===== config.mk =====
export PLATFORM = sky130hd
export DESIGN_NAME = nes_joypad_flat
export DESIGN_NICKNAME = d
export VERILOG_FILES = /design/src/rtl/nes_joypad_pkg.sv /design/src/rtl/nes_joypad_if.sv /design/src/rtl/nes_joypad_port.sv /design/src/rtl/nes_joypad.sv /design/src/flat_wrapper.sv
export SDC_FILE = /design/constraint.sdc
export NUM_CORES = 1
export LEC_CHECK = 0
export ABC_AREA = 1
export BUFFER_PORTS_ARGS = -buffer_cell sky130_fd_sc_hd__buf_2
export CAP_MARGIN = 20
export CORE_MARGIN = 5
export CORE_UTILIZATION = 50
export CTS_BUF_LIST = sky130_fd_sc_hd__clkbuf_16
export DETAILED_ROUTE_END_ITERATION = 7
export PLACE_DENSITY = 0.8
export SLEW_MARGIN = 40
export SYNTH_ARGS = -nofsm -noshare
export SYNTH_HDL_FRONTEND = slang
export SYNTH_SLANG_ARGS = --single-unit

===== constraint.sdc =====
create_clock -name clk -period 1.9 [get_ports clk]
set_input_delay 0.095 -clock clk [delete_from_list [all_inputs] [get_ports clk]]
set_output_delay 0.095 -clock clk [all_outputs]
set_load 0.02 [all_outputs]

===== src/rtl/nes_joypad_pkg.sv =====
// rtl/nes_joypad_pkg.sv - shared NES joypad constants, types and helpers
// Purpose: button bit indices, read-counter limit, the synchronized input
//          bundle type and the turbo-merge helper used by nes_joypad.
// Ports:   none (package).
package nes_joypad_pkg;

  localparam int BTN_A      = 0;
  localparam int BTN_B      = 1;
  localparam int BTN_SELECT = 2;
  localparam int BTN_START  = 3;
  localparam int BTN_UP     = 4;
  localparam int BTN_DOWN   = 5;
  localparam int BTN_LEFT   = 6;
  localparam int BTN_RIGHT  = 7;

  localparam int         NUM_BTN  = 8;
  // Read counter stops here: every bit of the report has been shifted out.
  localparam logic [3:0] CNT_MAX  = 4'd8;

  typedef logic [NUM_BTN-1:0] btn_vec_t;

  // Everything that crosses into the clk domain, synchronized as one word.
  typedef struct packed {
    logic [1:0] turbo_p1;
    logic [1:0] turbo_p0;
    btn_vec_t   btn_p1;
    btn_vec_t   btn_p0;
  } pad_in_t;

  // A and B read as pressed while turbo is enabled and the phase is high.
  function automatic btn_vec_t eff_vector(btn_vec_t btn, logic [1:0] turbo, logic phase);
    btn_vec_t v;
    v         = btn;
    v[BTN_A]  = btn[BTN_A] | (turbo[0] & phase);
    v[BTN_B]  = btn[BTN_B] | (turbo[1] & phase);
    return v;
  endfunction

endpackage


===== src/rtl/nes_joypad_if.sv =====
// rtl/nes_joypad_if.sv - APU/CPU-side controller port bus
// Purpose: groups the latch lines, per-port read strobes and serial data.
// Ports:   ctrl_strobe[2:0] (OUT lines, bit 0 = latch), ctrl_out[1:0]
//          (read strobe per port), ctrl_data[1:0] (serial bit per port).
//          master = CPU/APU side, slave = joypad side.
interface nes_joypad_if;
  logic [2:0] ctrl_strobe;
  logic [1:0] ctrl_out;
  logic [1:0] ctrl_data;

  modport master (output ctrl_strobe, output ctrl_out, input ctrl_data);
  modport slave  (input ctrl_strobe, input ctrl_out, output ctrl_data);
endinterface


===== src/rtl/nes_joypad_port.sv =====
// rtl/nes_joypad_port.sv - one controller port: parallel latch, serial readout
// Purpose: 8-bit report shift register with latch reload and read-strobe
//          falling-edge shifting; shifts in 1s so over-reads return 1.
// Ports:   clk, rst (async, active-high); btn_i effective button vector;
//          latch_i strobe bit 0; rd_i read strobe; data_o serial bit (registered).
module joypad_port
  import nes_joypad_pkg::*;
(
  input  logic     clk,
  input  logic     rst,
  input  btn_vec_t btn_i,
  input  logic     latch_i,
  input  logic     rd_i,
  output logic     data_o
);

  btn_vec_t   sr_q, sr_d;
  logic [3:0] cnt_q, cnt_d;
  logic       rd_q;
  logic       rd_fall;

  // A read is consumed when the strobe drops, so a long strobe shifts once.
  assign rd_fall = rd_q & ~rd_i;

  always_comb begin
    sr_d  = sr_q;
    cnt_d = cnt_q;
    if (latch_i) begin
      // Reload wins over a coincident read edge.
      sr_d  = btn_i;
      cnt_d = '0;
    end else if (rd_fall) begin
      sr_d = {1'b1, sr_q[NUM_BTN-1:1]};
      if (cnt_q != CNT_MAX) begin
        cnt_d = cnt_q + 4'd1;
      end
    end
  end

  always_ff @(posedge clk or posedge rst) begin
    if (rst) begin
      sr_q  <= '0;
      cnt_q <= '0;
      rd_q  <= 1'b0;
    end else begin
      sr_q  <= sr_d;
      cnt_q <= cnt_d;
      rd_q  <= rd_i;
    end
  end

  assign data_o = sr_q[0];

endmodule


===== src/rtl/nes_joypad.sv =====
// rtl/nes_joypad.sv - two-port NES joypad interface with turbo
// Purpose: synchronizes button/turbo inputs, runs the vblank frame counter
//          and turbo phase, and feeds two joypad_port instances.
// Ports:   clk, rst (async, active-high); bus (slave: strobe/read/data);
//          btn_p0/btn_p1 raw buttons; turbo_p0/turbo_p1 turbo enables
//          ([0]=A, [1]=B); vblank PPU vblank level in clk domain.
module nes_joypad
  import nes_joypad_pkg::*;
#(
  parameter int TURBO_DIV   = 2,
  parameter int SYNC_STAGES = 2
) (
  input  logic               clk,
  input  logic               rst,
  nes_joypad_if.slave        bus,
  input  logic [7:0]         btn_p0,
  input  logic [7:0]         btn_p1,
  input  logic [1:0]         turbo_p0,
  input  logic [1:0]         turbo_p1,
  input  logic               vblank
);

  localparam logic [7:0] FRAME_LAST = 8'(TURBO_DIV - 1);

  pad_in_t                   raw_in;
  pad_in_t [SYNC_STAGES-1:0] sync_q;
  pad_in_t                   pad_s;

  logic       vblank_q;
  logic [7:0] frame_cnt_q, frame_cnt_d;
  logic       phase_q, phase_d;

  btn_vec_t   eff_p0, eff_p1;
  logic [1:0] data;
  logic       unused_strobe;

  assign raw_in = {turbo_p1, turbo_p0, btn_p1, btn_p0};

  always_ff @(posedge clk or posedge rst) begin
    if (rst) begin
      sync_q <= '0;
    end else begin
      sync_q[0] <= raw_in;
      for (int i = 1; i < SYNC_STAGES; i++) begin
        sync_q[i] <= sync_q[i-1];
      end
    end
  end

  assign pad_s = sync_q[SYNC_STAGES-1];

  // Frame counter advances on vblank rising edges; the phase flips on wrap.
  always_comb begin
    frame_cnt_d = frame_cnt_q;
    phase_d     = phase_q;
    if (vblank && !vblank_q) begin
      if (frame_cnt_q == FRAME_LAST) begin
        frame_cnt_d = '0;
        phase_d     = ~phase_q;
      end else begin
        frame_cnt_d = frame_cnt_q + 8'd1;
      end
    end
  end

  always_ff @(posedge clk or posedge rst) begin
    if (rst) begin
      vblank_q    <= 1'b0;
      frame_cnt_q <= '0;
      phase_q     <= 1'b0;
    end else begin
      vblank_q    <= vblank;
      frame_cnt_q <= frame_cnt_d;
      phase_q     <= phase_d;
    end
  end

  assign eff_p0 = eff_vector(pad_s.btn_p0, pad_s.turbo_p0, phase_q);
  assign eff_p1 = eff_vector(pad_s.btn_p1, pad_s.turbo_p1, phase_q);

  joypad_port u_port0 (
    .clk     (clk),
    .rst     (rst),
    .btn_i   (eff_p0),
    .latch_i (bus.ctrl_strobe[0]),
    .rd_i    (bus.ctrl_out[0]),
    .data_o  (data[0])
  );

  joypad_port u_port1 (
    .clk     (clk),
    .rst     (rst),
    .btn_i   (eff_p1),
    .latch_i (bus.ctrl_strobe[0]),
    .rd_i    (bus.ctrl_out[1]),
    .data_o  (data[1])
  );

  assign bus.ctrl_data = data;

  // OUT[2:1] drive expansion-port hardware, not the standard pads.
  assign unused_strobe = &{1'b0, bus.ctrl_strobe[2:1]};

endmodule


===== src/flat_wrapper.sv =====
// flat-port wrapper written by rule: the top's interface ports become plain ports
module nes_joypad_flat import nes_joypad_pkg::*;
#(
  parameter int TURBO_DIV   = 2,
  parameter int SYNC_STAGES = 2
)
  (clk, rst, btn_p0, btn_p1, turbo_p0, turbo_p1, vblank, bus_ctrl_strobe, bus_ctrl_out, bus_ctrl_data);
  nes_joypad_if bus_i ();
  input  logic clk;
  input  logic rst;
  input  logic [7:0] btn_p0;
  input  logic [7:0] btn_p1;
  input  logic [1:0] turbo_p0;
  input  logic [1:0] turbo_p1;
  input  logic vblank;
  input wire logic [$bits(bus_i.ctrl_strobe)-1:0] bus_ctrl_strobe;
  input wire logic [$bits(bus_i.ctrl_out)-1:0] bus_ctrl_out;
  output wire logic [$bits(bus_i.ctrl_data)-1:0] bus_ctrl_data;
  assign bus_i.ctrl_strobe = bus_ctrl_strobe;
  assign bus_i.ctrl_out = bus_ctrl_out;
  assign bus_ctrl_data = bus_i.ctrl_data;
  nes_joypad #(.TURBO_DIV(TURBO_DIV), .SYNC_STAGES(SYNC_STAGES)) u_core (.clk(clk), .rst(rst), .bus(bus_i), .btn_p0(btn_p0), .btn_p1(btn_p1), .turbo_p0(turbo_p0), .turbo_p1(turbo_p1), .vblank(vblank));
endmodule

# Word-level counts from Yosys, hierarchy flattened
# Cells that the tools add are included.
# word_totals
in_bits	28
regBits	68
# classes
n_mux	5
reduce_logical	5
bitwise_logic	13
add_sub_neg	1
eq_ne	1
# ops
op	count
$mux 8	5
$add 8x1->8 const B	1
$eq 8x1->1 const B	1
$and 1x1->1	6
$or 1x1->1	4
$reduce_bool 2->1	2
$not 1->1	3
$reduce_and 2->1	1
$logic_and 1x1->1	1
$logic_not 1->1	1

# Longest topological paths before layout
# Gate-level depths: netlist of the first run.
# logic_depth
word_depth	4
depth_mapped	7
depth_no_buf	7

# Modules after synthesis
# From an unflattened synthesis of the first run, not the netlist that was laid out.
# hier_totals
cells_unflattened	245
hier_area_um2	2549.9
# modules_own_cells
module	instances	cells_per_inst	area_each_um2
nes_joypad	1	121	1591.5
joypad_port	2	62	479.2

# Least setup slack after synthesis of the first run
# OpenSTA, ideal clock, no wires.
# synth_timing
path_kind	flip-flop to flip-flop
startpoint	reg u_core.frame_cnt_q[0]
endpoint	reg u_core.frame_cnt_q[1]
setup_ns	0.076
path_slack_ns	0.820
t_arrival_ns	1.004
n_path_buf	0
required_ns	1.824
path_stages_with_launch	4
cell_sequence	dfrtp_1 -> ha_1 -> or2_0 -> o21ai_1
# synth_via
elab_chain_cells	2
word_cells_on_any_way	3
# synth_lines
item	line	text
start, declared	nes_joypad.sv:30	logic [7:0] frame_cnt_q, frame_cnt_d;
start signal, assigned	nes_joypad.sv:73	frame_cnt_q <= frame_cnt_d;
$add 8x1->8 / $eq 8x1->1 (equally long branches)	nes_joypad.sv:61, nes_joypad.sv:57	
$mux 8 *	nes_joypad.sv:57	if (frame_cnt_q == FRAME_LAST) begin
# Mark *: on every way between the ends. The rest lies on a longest branch, timed or not.
# A chain may end at the register's enable or synchronous reset.

# Worst setup path in the final report of the first run
# layout_timing
startpoint	reg u_core.frame_cnt_q[1]
endpoint	reg u_core.phase_q
# layout_via
elab_chain_cells	2
# layout_lines
item	line	text
$eq 8x1->1	nes_joypad.sv:57	
$reduce_and 2->1 (no line)	--	
end signal, assigned	nes_joypad.sv:74	phase_q <= phase_d;
end, declared	nes_joypad.sv:31	logic phase_q, phase_d;
# Every way passes these cells.

==> reports/qor.txt, run 1 <==
Slowest-stage cell, CP: dfrtp_1
Crit path DAT: 1400 ps
Antenna Nets Post-Route: 0
Fillers: 349
Share of layout cells above drive strength 1: 19.93%
Clock power frac: 50.1%
Post-route cell area: 3149 µm²
Gate Count Post-Synth: 208
Min-delay src: bus_ctrl_strobe[0]
CTS Root Buffer Type: clkbuf_16
Ports: 30
Final setup TNS: 0 ps
Die height: 78.76 µm
Post-DP Area: 2555 µm²
CP Max Fanout: 5
Largest net degree at the start of global routing: 69
Flops & latches, synth: 68
Worst r2r src: u_core.frame_cnt_q[1]$_DFFE_PP0P_
WS Path Type: flip-flop to flip-flop
Max rail drop VDD: 1104 µV
Worst-margin pin slew: 384.8 ps
Most Frequent Cell on Critical Path: nand2_1
Kind of start point of the critical path: flip-flop
Biggest cell delay along the critical path: 410 ps
Cell variety after synth: 21
GRT Util Overall: 16.53%
Final net count: 297
CTS max path bufs: 2
Initial antenna violation count: 0
Status: completed
Synth Area per Inst: 11.36 µm²
Crit-path leading delay family: simple AND/OR/NAND/NOR gates
Initial core utilization: 50.71%
Fin. Hold Viols: 0
Pint: 3.112 mW
R2r worst-path depth: 7
RSZ-0062 raised after global routing: no
Fin Clk Skew: 4.966 ps
Reg2Reg Setup Slack: 710 ps
Register area share after synthesis: 72.00%
# setup viols final: 0
CTS tree: done
Clock sink count: 68
Sw Pwr: 0.8233 mW
H-tree levels: 3
Crit path capture: u_core.phase_q$_DFFE_PP0P_
Crit path buffers/inverters: 1
Share of power burned in registers: 42.5%
CP Cell Sequence: inv_1 > ha_1 > nand2_1 > nor2_2 > nand2_1 > nand2_1 > nand2_1
Slew Limit Headroom: 74.32%
Full die area: 6202 µm²
HP Class: input pin to flip-flop
Clock transition at path regs: 50 ps
Crit path depth: 7
Area Overhead vs Synth: 33.25%
N_diodes: 0
Worst reg2reg endpoint: u_core.phase_q$_DFFE_PP0P_
Mapped cell area: 2364 µm²
Die Span X: 78.76 µm
Routed WL per cell: 13.30 µm
Net Sw Frac: 20.92%
Setup bufs post-CTS: 0
Global-route wire length before repair: 7.486 mm
Number of global-route vias before repair: 1632
Slew Viols, Final: 0
DRC viols: 0
CP Launch Point: u_core.frame_cnt_q[1]$_DFFE_PP0P_
Port Buf Inserts: 27
Mapped Nets: 238
Min Tclk post-route: 1189 ps
Pre-antenna DRT Iters: 4
Clock insertion delay at the later pin of the skew report: 320 ps
WP data required: 2110 ps
P_leak: 1.529 nW
Total gr overflow: 0
Max frequency: 841.1 MHz
Core area: 4661 µm²
Detailed-route via count: 1538
DRT Wirelength: 4.324 mm
Final period utilization: 62.58%
RePlAce Congestion: 0.7762
Via-to-Cell Ratio: 4.732
PwrDens: 1250 nW/µm²
Rows: 25
Dpl hpwl: 2.277 mm
DRT iter0 DRCs: 89
CTS Buf Count: 9
Max cap viols: 0
Yosys warns: 0
Critical Path Sink Type: flip-flop
Combinational share of power: 7.4%
==> cells by family (layout without fill, tap and decap cells) <==
family | after synthesis | count (layout) | synth area share [%]
simple gates | 103 | 103 | 19.48
flops | 68 | 68 | 72.00
buf+inv | 20 | 83 | 3.864
xor+xnor | 2 | 2 | 0.7413
compound gates | 13 | 13 | 2.858
fa+ha+maj | 2 | 2 | 1.059
==> routing by layer <==
metal,GRT usage (%),vias up,routed length (µm)
met1,19.95,724,1880
met5,0,-,0
li1,-,770,-
met4,12.59,0,189
met2,25.30,32,2073
met3,4.422,12,181
==> layout by cell type (no fill, tap or decap), types with 4 or more instances in the layout <==
cell type       n
bufinv_16       4
nand3_1        22
inv_1          14
dlygate4sd3_1  24
nor2_1         13
buf_2          27
clkbuf_16       9
nor2_2          5
dfrtp_1        68
o21ai_1         8
nand2_1        56
==> power by group through the flow <==
stage          Clock (mW)  Combinational, mW  Sequential, mW
3_3_place_gp            0              0.240            1.69
3_5_place_dp            0              0.254            1.70
2_1_floorplan           0              0.189            1.67
4_1_cts              1.99              0.293            1.67
5_1_grt              2.07              0.336            1.69
6_report             1.97              0.290            1.67
==> what timing repair did <==
item / 4_1_cts / 5_1_grt
gates resized for setup: 0 / 0
hold buffers: 24 / 0
endpoints found under the hold margin: 91 / 0
setup endpoints to repair: 0 / 0
==> synth_stat cells <==
library cell	n	share of area, %
nand3b_1	1	0.32
ha_1	2	1.1
or2_0	2	0.53
o21ai_0	3	0.64
o211ai_1	1	0.32
buf_6	1	0.48
inv_1	14	2.2
o21ai_1	8	1.7
nand3_1	22	4.7
xor2_1	2	0.74
nand3_4	1	0.74
nand2_1	56	8.9
buf_4	2	0.64
nand2_2	2	0.53
a21oi_1	1	0.21
nand3_2	1	0.42
inv_2	2	0.32
dfrtp_1	68	72
buf_2	1	0.21
nor2_1	13	2.1
nor2_2	5	1.3
==> worst register-to-register path, cell delays in order, from the launching register on <==
cell     delay (ps)
dfrtp_1         410
inv_1            70
ha_1            140
nand2_1          60
nor2_2          180
nand2_1          90
nand2_1          70
nand2_1          50
==> cell type report <==
| cell class | instances | area (µm²) | area share [%] |
|---|---|---|---|
| clock buffers | 9 | 225.2 | 7.151 |
| clock inverters | 6 | 128.9 | 4.092 |
| inverters | 16 | 60.06 | 1.907 |
| multi-input cells | 120 | 570.5 | 18.12 |
| flip-flops and latches | 68 | 1702 | 54.03 |
| well taps | 54 | 67.56 | 2.145 |
| repair buffers | 52 | 395.4 | 12.55 |
==> state kept, by name (all words and copies together) (netlist names) <==
name,flops
u_core.u_port0.rd_q,1
u_core.eff_p1,6
u_core.u_port0.sr_q,8
u_core.pad_s,8
u_core.frame_cnt_q,8
u_core.u_port1.sr_q,8
u_core.vblank_q,1
u_core.u_port1.rd_q,1
u_core.eff_p0,6
u_core.sync_q,20
u_core.phase_q,1
==> worst min path at each step <==
stage,end,cells past startpoint
after floorplan,u_core.sync_q[0]$_DFF_PP0_,0
after global placement,u_core.sync_q[19]$_DFF_PP0_,3
after detailed placement,u_core.sync_q[9]$_DFF_PP0_,3
after CTS,u_core.u_port0.sr_q[3]$_DFFE_PP0P_,3
after global routing,u_core.u_port0.sr_q[3]$_DFFE_PP0P_,3
final,u_core.u_port0.sr_q[3]$_DFFE_PP0P_,3
==> through the flow <==
stage	std cells	hold slack, ps	power, mW	worst slack [ps]	utilization, %
4_1_cts	325	166.3	3.958	705.1	67.57
3_3_place_gp	286	192.6	1.929	761.6	54.82
3_5_place_dp	286	195.4	1.950	712.4	54.82
5_1_grt	325	194.5	4.095	599.8	67.57
6_report	325	176.7	3.935	711.0	67.57
2_1_floorplan	208	126.4	1.863	93.49	-
Note: power is estimated with default switching activity, not from simulation.
==> run 2, diff against run 1 <==
- CORE_UTILIZATION: 50 -> 56
- PLACE_DENSITY: 0.8 -> 0.85
- clock period: 1.9 -> 1.1 ns (I/O delays scaled with it)
==> reports/qor.txt, run 2 (synthesized netlist as in run 1, its figures left out) <==
Share of layout cells above drive strength 1: 24.91% (+5.0 points)
Ports: 30 (unchanged)
Rows: 23 (-8.0%)
CTS tree: done
Met3 Use GR: 6.943% (+2.5 points)
Post-DP Area: 2599 µm² (+1.7%)
Final cell count without fillers: 331 (+1.8%)
Largest net degree at the start of global routing: 63 (-8.7%)
Max rail drop VDD: 1482 µV (+34%)
DRT Wirelength: 4.949 mm (+14%)
RSZ-0062 raised after global routing: yes
Met1 Usage GRT: 24.25% (+4.3 points)
CP Launch Point: u_core.frame_cnt_q[1]$_DFFE_PP0P_
Number of global-route vias before repair: 1675 (+2.6%)
GRT Util Overall: 20.37% (+3.8 points)
Routed WL per cell: 14.95 µm (+12%)
Most common cell after layout, fill and taps aside: dfrtp_1
Antenna Nets Post-Route: 0 (unchanged)
Initial antenna violation count: 0 (unchanged)
Port Buf Inserts: 27 (unchanged)
Global-route wire length before repair: 8.045 mm (+7.5%)
Post-route cell area: 3213 µm² (+2.0%)
DRC viols: 0 (unchanged)
CTS Root Buffer Type: clkbuf_16
Worst-margin pin slew: 344.6 ps (-40.21 ps)
CP Max Fanout: 4 (-1)
CTS Buf Count: 9 (unchanged)
Fin. Hold Viols: 0 (unchanged)
Min-delay src: bus_ctrl_strobe[0]
Status: complete, but fails checks
CTS max path bufs: 2 (unchanged)
Max cap viols: 0 (unchanged)
# setup viols final: 6 (+6)
DRT iter0 DRCs: 115 (+29%)
Max reg flops: 20 (unchanged)
Detailed-route via count: 1678 (+9.1%)
Setup ws final: -108.4 ps (-819.5 ps)
Core area: 4058 µm² (-13%)
Largest Register: u_core.sync_q
Fin Clk Skew: 5.959 ps (+0.9927 ps)
Pre-antenna DRT Iters: 4 (unchanged)
Final setup TNS: -407.7 ps (-407.7 ps)
Clock sink count: 68 (unchanged)
Violated checks: setup timing
Via-to-Cell Ratio: 5.069 (+7.1%)
Total gr overflow: 0 (unchanged)
Worst r2r src: u_core.frame_cnt_q[1]$_DFFE_PP0P_
Initial core utilization: 58.25% (+7.5 points)
RePlAce Congestion: 0.8434 (+8.7%)
Slew Viols, Final: 0 (unchanged)
Critical Path Sink Type: flip-flop
HP Class: input pin to flip-flop
Kind of start point of the critical path: flip-flop
PwrDens: 2043 nW/µm² (+63%)
Final period utilization: 109.9% (+47 points)
Final net count: 306 (+3.0%)
Placed Instances: 288 (+0.70%)
GR Layer Usage met2: 33.17% (+7.9 points)
Clock insertion delay at the later pin of the skew report: 320 ps (about the same)
H-tree levels: 3 (unchanged)
Slew Limit Headroom: 76.99% (+2.7 points)
Area Overhead vs Synth: 35.94%
Clock transition at path regs: 50 ps (about the same)
N_diodes: 0 (unchanged)
Die height: 74.97 µm (-4.8%)
Min Tclk post-route: 1208 ps (+19.47 ps)
Dpl hpwl: 2.566 mm (+13%)
Crit path DAT: 1420 ps (+20 ps)
WP data required: 1310 ps (-800 ps)
Most frequent cells in the layout: dfrtp_1 (68), nand2_1 (53), buf_2 (27)
Die Span X: 74.97 µm (-4.8%)
Fillers: 206 (-41%)
P_leak: 1.541 nW (+0.74%)
Full die area: 5620 µm² (-9.4%)
Max frequency: 827.5 MHz (-1.6%)
WS Path Type: flip-flop to flip-flop
GR peak layer: met2
==> run 2: cell count changes in the layout (fill, tap and decap cells not counted), moves of 2 or more <==
cell,delta
buf_4,+9
bufinv_16,-2
clkinv_1,+2
clkinvlp_4,+3
inv_1,-2
nand2_1,-3
nand2_2,+2
nor2_4,+2
==> run 2: power by group <==
group	internal, mW	switching [mW]	leakage (nW)
clock network	1.97	1.01	0.147
registers	2.73	0.164	0.796
logic	0.330	0.362	0.598
==> run 2: worst max-delay path, stage by stage, from the launching register on <==
cell and delay, ps:
dfrtp_1 420, inv_1 90, ha_1 170, nand2_2 80, nor2_4 150, nand2_2 70, inv_1 70, nor2_1 40
==> run 2: what timing repair did <==
item	CTS	global route
resized for setup	6	5
hold buffers	24	0
cloned	0	0
pin swaps	2	5
buffers inserted	1	3
hold endpoints to repair	91	0
endpoints found under the setup margin	5	9
==> run 2: layout make-up <==
class	count	area, µm²	area share [%]
clock buffers	9	225.2	7.009
clock inverters	7	91.34	2.843
inverters	16	66.31	2.064
multi-input cells	120	603.1	18.77
flip-flops and latches	68	1702	52.96
well taps	50	62.56	1.947
repair buffers	61	462.9	14.41
==> run 2: final timing paths <==
kind	endpoint	slack (ps)	cells past startpoint
worst max-delay path	u_core.frame_cnt_q[2]$_DFFE_PP0P_	-110	7
worst min-delay path	u_core.u_port0.sr_q[1]$_DFFE_PP0P_	120	3
worst max register to register	u_core.frame_cnt_q[2]$_DFFE_PP0P_	-110	7
worst min register to register	u_core.pad_s[1]$_DFF_PP0_	340	0
max in group asynchronous	u_core.u_port0.sr_q[0]$_DFFE_PP0P_	380	4
min in group asynchronous	u_core.frame_cnt_q[4]$_DFFE_PP0P_	190	3
==> run 2: per-stage QoR <==
step                      utilization [%]  worst slack, ps  hold WS [ps]  power [mW]
after floorplan                         -            19.80         86.43       3.218
after global placement              64.05           -8.235        -19.27       3.391
after detailed placement            64.05           -127.3        -16.74       3.431
after CTS                           78.51           -49.66         92.50       6.515
after global routing                79.19           -174.3         123.1       6.845
final                               79.19           -108.4         116.7       6.563
==> run 2: metal layers <==
layer | share of wire [%] | wire [µm]
met5 | 0 | 0
met4 | 2.9 | 145
met3 | 4.5 | 225
met2 | 52 | 2565
met1 | 41 | 2012
==> run 3, diff against run 2 <==
- CORE_UTILIZATION: 56 -> 30
- PLACE_DENSITY: 0.85 -> 0.54
- RECOVER_POWER: not set -> 100
==> reports/qor.txt, run 3 (synthesized netlist as in run 1, its figures left out) <==
Status: complete, but fails checks
Violated checks: setup timing
WP data required: 1320 ps (about the same)
CTS tree: done
Antenna Nets Post-Route: 0 (unchanged)
Biggest cell delay along the critical path: 410 ps (about the same)
CP Cell Sequence: ha_2 > nand3_4 > nor2_4 > nand3_2 > nand2_1 > inv_1
Port Buf Inserts: 27 (unchanged)
CTS Root Buffer Type: clkbuf_16
Max frequency: 889.5 MHz (+7.5%)
Final setup TNS: -49.91 ps (+357.8 ps)
DRT Wirelength: 4.115 mm (-17%)
Initial antenna violation count: 0 (unchanged)
Fin. Hold Viols: 0 (unchanged)
Slowest-stage cell, CP: dfrtp_2
Net Sw Frac: 22.31% (-1.1 points)
Sw Pwr: 1.519 mW (-1.1%)
Hold-critical path depth: 4 (+1)
PwrDens: 2025 nW/µm² (-0.86%)
Most common cell after layout, fill and taps aside: dfrtp_1
N_diodes: 0 (unchanged)
Total gr overflow: 0 (unchanged)
Slew Limit Headroom: 60.66% (-16 points)
Crit path buffers/inverters: 1 (-1)
Reg2Reg Setup Slack: -20 ps (+80 ps)
DRT iter0 DRCs: 54 (-53%)
Routed WL per cell: 10.55 µm (-29%)
Final period utilization: 102.2% (-7.7 points)
Placed Instances: 345 (+20%)
H-tree levels: 3 (unchanged)
Crit-path leading delay family: flip-flops
CP Max Fanout: 4 (unchanged)
Worst reg2reg endpoint: u_core.frame_cnt_q[6]$_DFFE_PP0P_
Via-to-Cell Ratio: 4.062 (-20%)
Final net count: 313 (+2.3%)
Max reg flops: 20 (unchanged)
Setup ws final: -24.23 ps (+84.21 ps)
CTS max path bufs: 2 (unchanged)
Pre-CTS setup slack: -68.97 ps (+58.30 ps)
Worst-margin pin slew: 590.1 ps (+245.5 ps)
Pre-antenna DRT Iters: 4 (unchanged)
Clock insertion delay at the later pin of the skew report: 320 ps (about the same)
Kind of start point of the critical path: flip-flop
Most frequent cells in the layout: dfrtp_1 (67), nand2_1 (54), dlygate4sd3_1 (24)
Detailed-route via count: 1584 (-5.6%)
DRC viols: 0 (unchanged)
Max cap viols: 0 (unchanged)
Share of power burned in registers: 42.6% (-1.5 points)
Core area: 7687 µm² (+89%)
Combinational share of power: 10.3% (-0.2 points)
CTS Buf Count: 9 (unchanged)
Clock power frac: 47.1% (+1.7 points)
Number of global-route vias before repair: 1625 (-3.0%)
Final cell count without fillers: 390 (+18%)
Full die area: 9754 µm² (+74%)
Clock transition at path regs: 60 ps (about the same)
Initial core utilization: 30.75% (-28 points)
Largest Register: u_core.sync_q
Global-route wire length before repair: 7.210 mm (-10%)
Dpl hpwl: 2.406 mm (-6.2%)
R2r worst-path depth: 6 (-1)
GRT Util Overall: 9.571% (-11 points)
Fin Clk Skew: 3.491 ps (-2.468 ps)
Pint: 5.292 mW (+5.3%)
Area Overhead vs Synth: 42.30%
Crit path DAT: 1340 ps (-80 ps)
RePlAce Congestion: 0.7003 (-17%)
WS Path Type: flip-flop to flip-flop
Rows: 32 (+39%)
Ports: 30 (unchanged)
HP Class: input pin to flip-flop
P_leak: 1.578 nW (+2.4%)
Largest net degree at the start of global routing: 69 (+9.5%)
Hold Path End: u_core.u_port1.sr_q[7]$_DFFE_PP0P_
Max rail drop VDD: 1053 µV (-29%)
# setup viols final: 4 (-2)
Share of layout cells above drive strength 1: 25.69% (+0.78 points)
Clock sink count: 68 (unchanged)
Min Tclk post-route: 1124 ps (-84.21 ps)
Die Span X: 98.76 µm (+32%)
RSZ-0062 raised after global routing: yes
Critical Path Sink Type: flip-flop
Crit path depth: 6 (-1)
Worst r2r src: u_core.frame_cnt_q[0]$_DFFE_PP0P_
Die height: 98.76 µm (+32%)
Slew Viols, Final: 0 (unchanged)
Min-delay src: bus_ctrl_strobe[0]
## run 3: timing repair
item                                    CTS  global route
endpoints found under the hold margin    91             0
endpoints found under the setup margin    4             8
pin swaps                                 3             8
setup buffers                             3             2
hold buffers                             24             0
gates resized for setup                   5            13
## run 3: metal layers
metal	GRT usage, %	wire length [µm]
met3	2.831	176
met1	11.54	1881
met4	6.723	138
met2	14.62	1919
met5	0	0
## run 3: area by class of cell
cell class / count / area [µm²]
inverters: 16 / 63.81
flip-flops and latches: 68 / 1703
well taps: 102 / 127.6
multi-input cells: 120 / 624.3
repair buffers: 68 / 504.2
clock inverters: 7 / 115.1
fillers: 735 / 4324
clock buffers: 9 / 225.2
## run 3: metrics by stage
stage,hold WS [ps],power [mW],utilization (%),cell area (µm²)
global placement,162.4,3.440,35.14,2701
CTS,138.2,6.814,43.21,3322
global route,177.1,7.112,43.75,3363
finish,139.1,6.811,43.75,3363
floorplan,86.43,3.218,-,2367
detailed placement,164.3,3.453,35.14,2701
## run 3: how the worst max path moves through the flow
stage	start	endpoint	slack, ps
final	u_core.frame_cnt_q[0]$_DFFE_PP0P_	u_core.frame_cnt_q[6]$_DFFE_PP0P_	-20
after global routing	u_core.frame_cnt_q[1]$_DFFE_PP0P_	u_core.frame_cnt_q[6]$_DFFE_PP0P_	-90
after CTS	u_core.frame_cnt_q[1]$_DFFE_PP0P_	u_core.phase_q$_DFFE_PP0P_	-9
after detailed placement	u_core.frame_cnt_q[1]$_DFFE_PP0P_	u_core.phase_q$_DFFE_PP0P_	-70
after global placement	u_core.frame_cnt_q[1]$_DFFE_PP0P_	u_core.phase_q$_DFFE_PP0P_	-20
after floorplan	u_core.frame_cnt_q[0]$_DFFE_PP0P_	u_core.frame_cnt_q[1]$_DFFE_PP0P_	20
## run 3: power groups by stage
stage | Combinational, mW | Clock, mW | Sequential (mW)
floorplan | 0.327 | 0 | 2.89
global placement | 0.530 | 0 | 2.91
detailed placement | 0.536 | 0 | 2.92
CTS | 0.644 | 3.30 | 2.87
global route | 0.808 | 3.38 | 2.93
finish | 0.700 | 3.21 | 2.90
## run 3: worst reg2reg max path, stage by stage, from the launching register on
cell	delay, ps
dfrtp_2	410
ha_2	210
nand3_4	90
nor2_4	140
nand3_2	70
nand2_1	50
inv_1	30
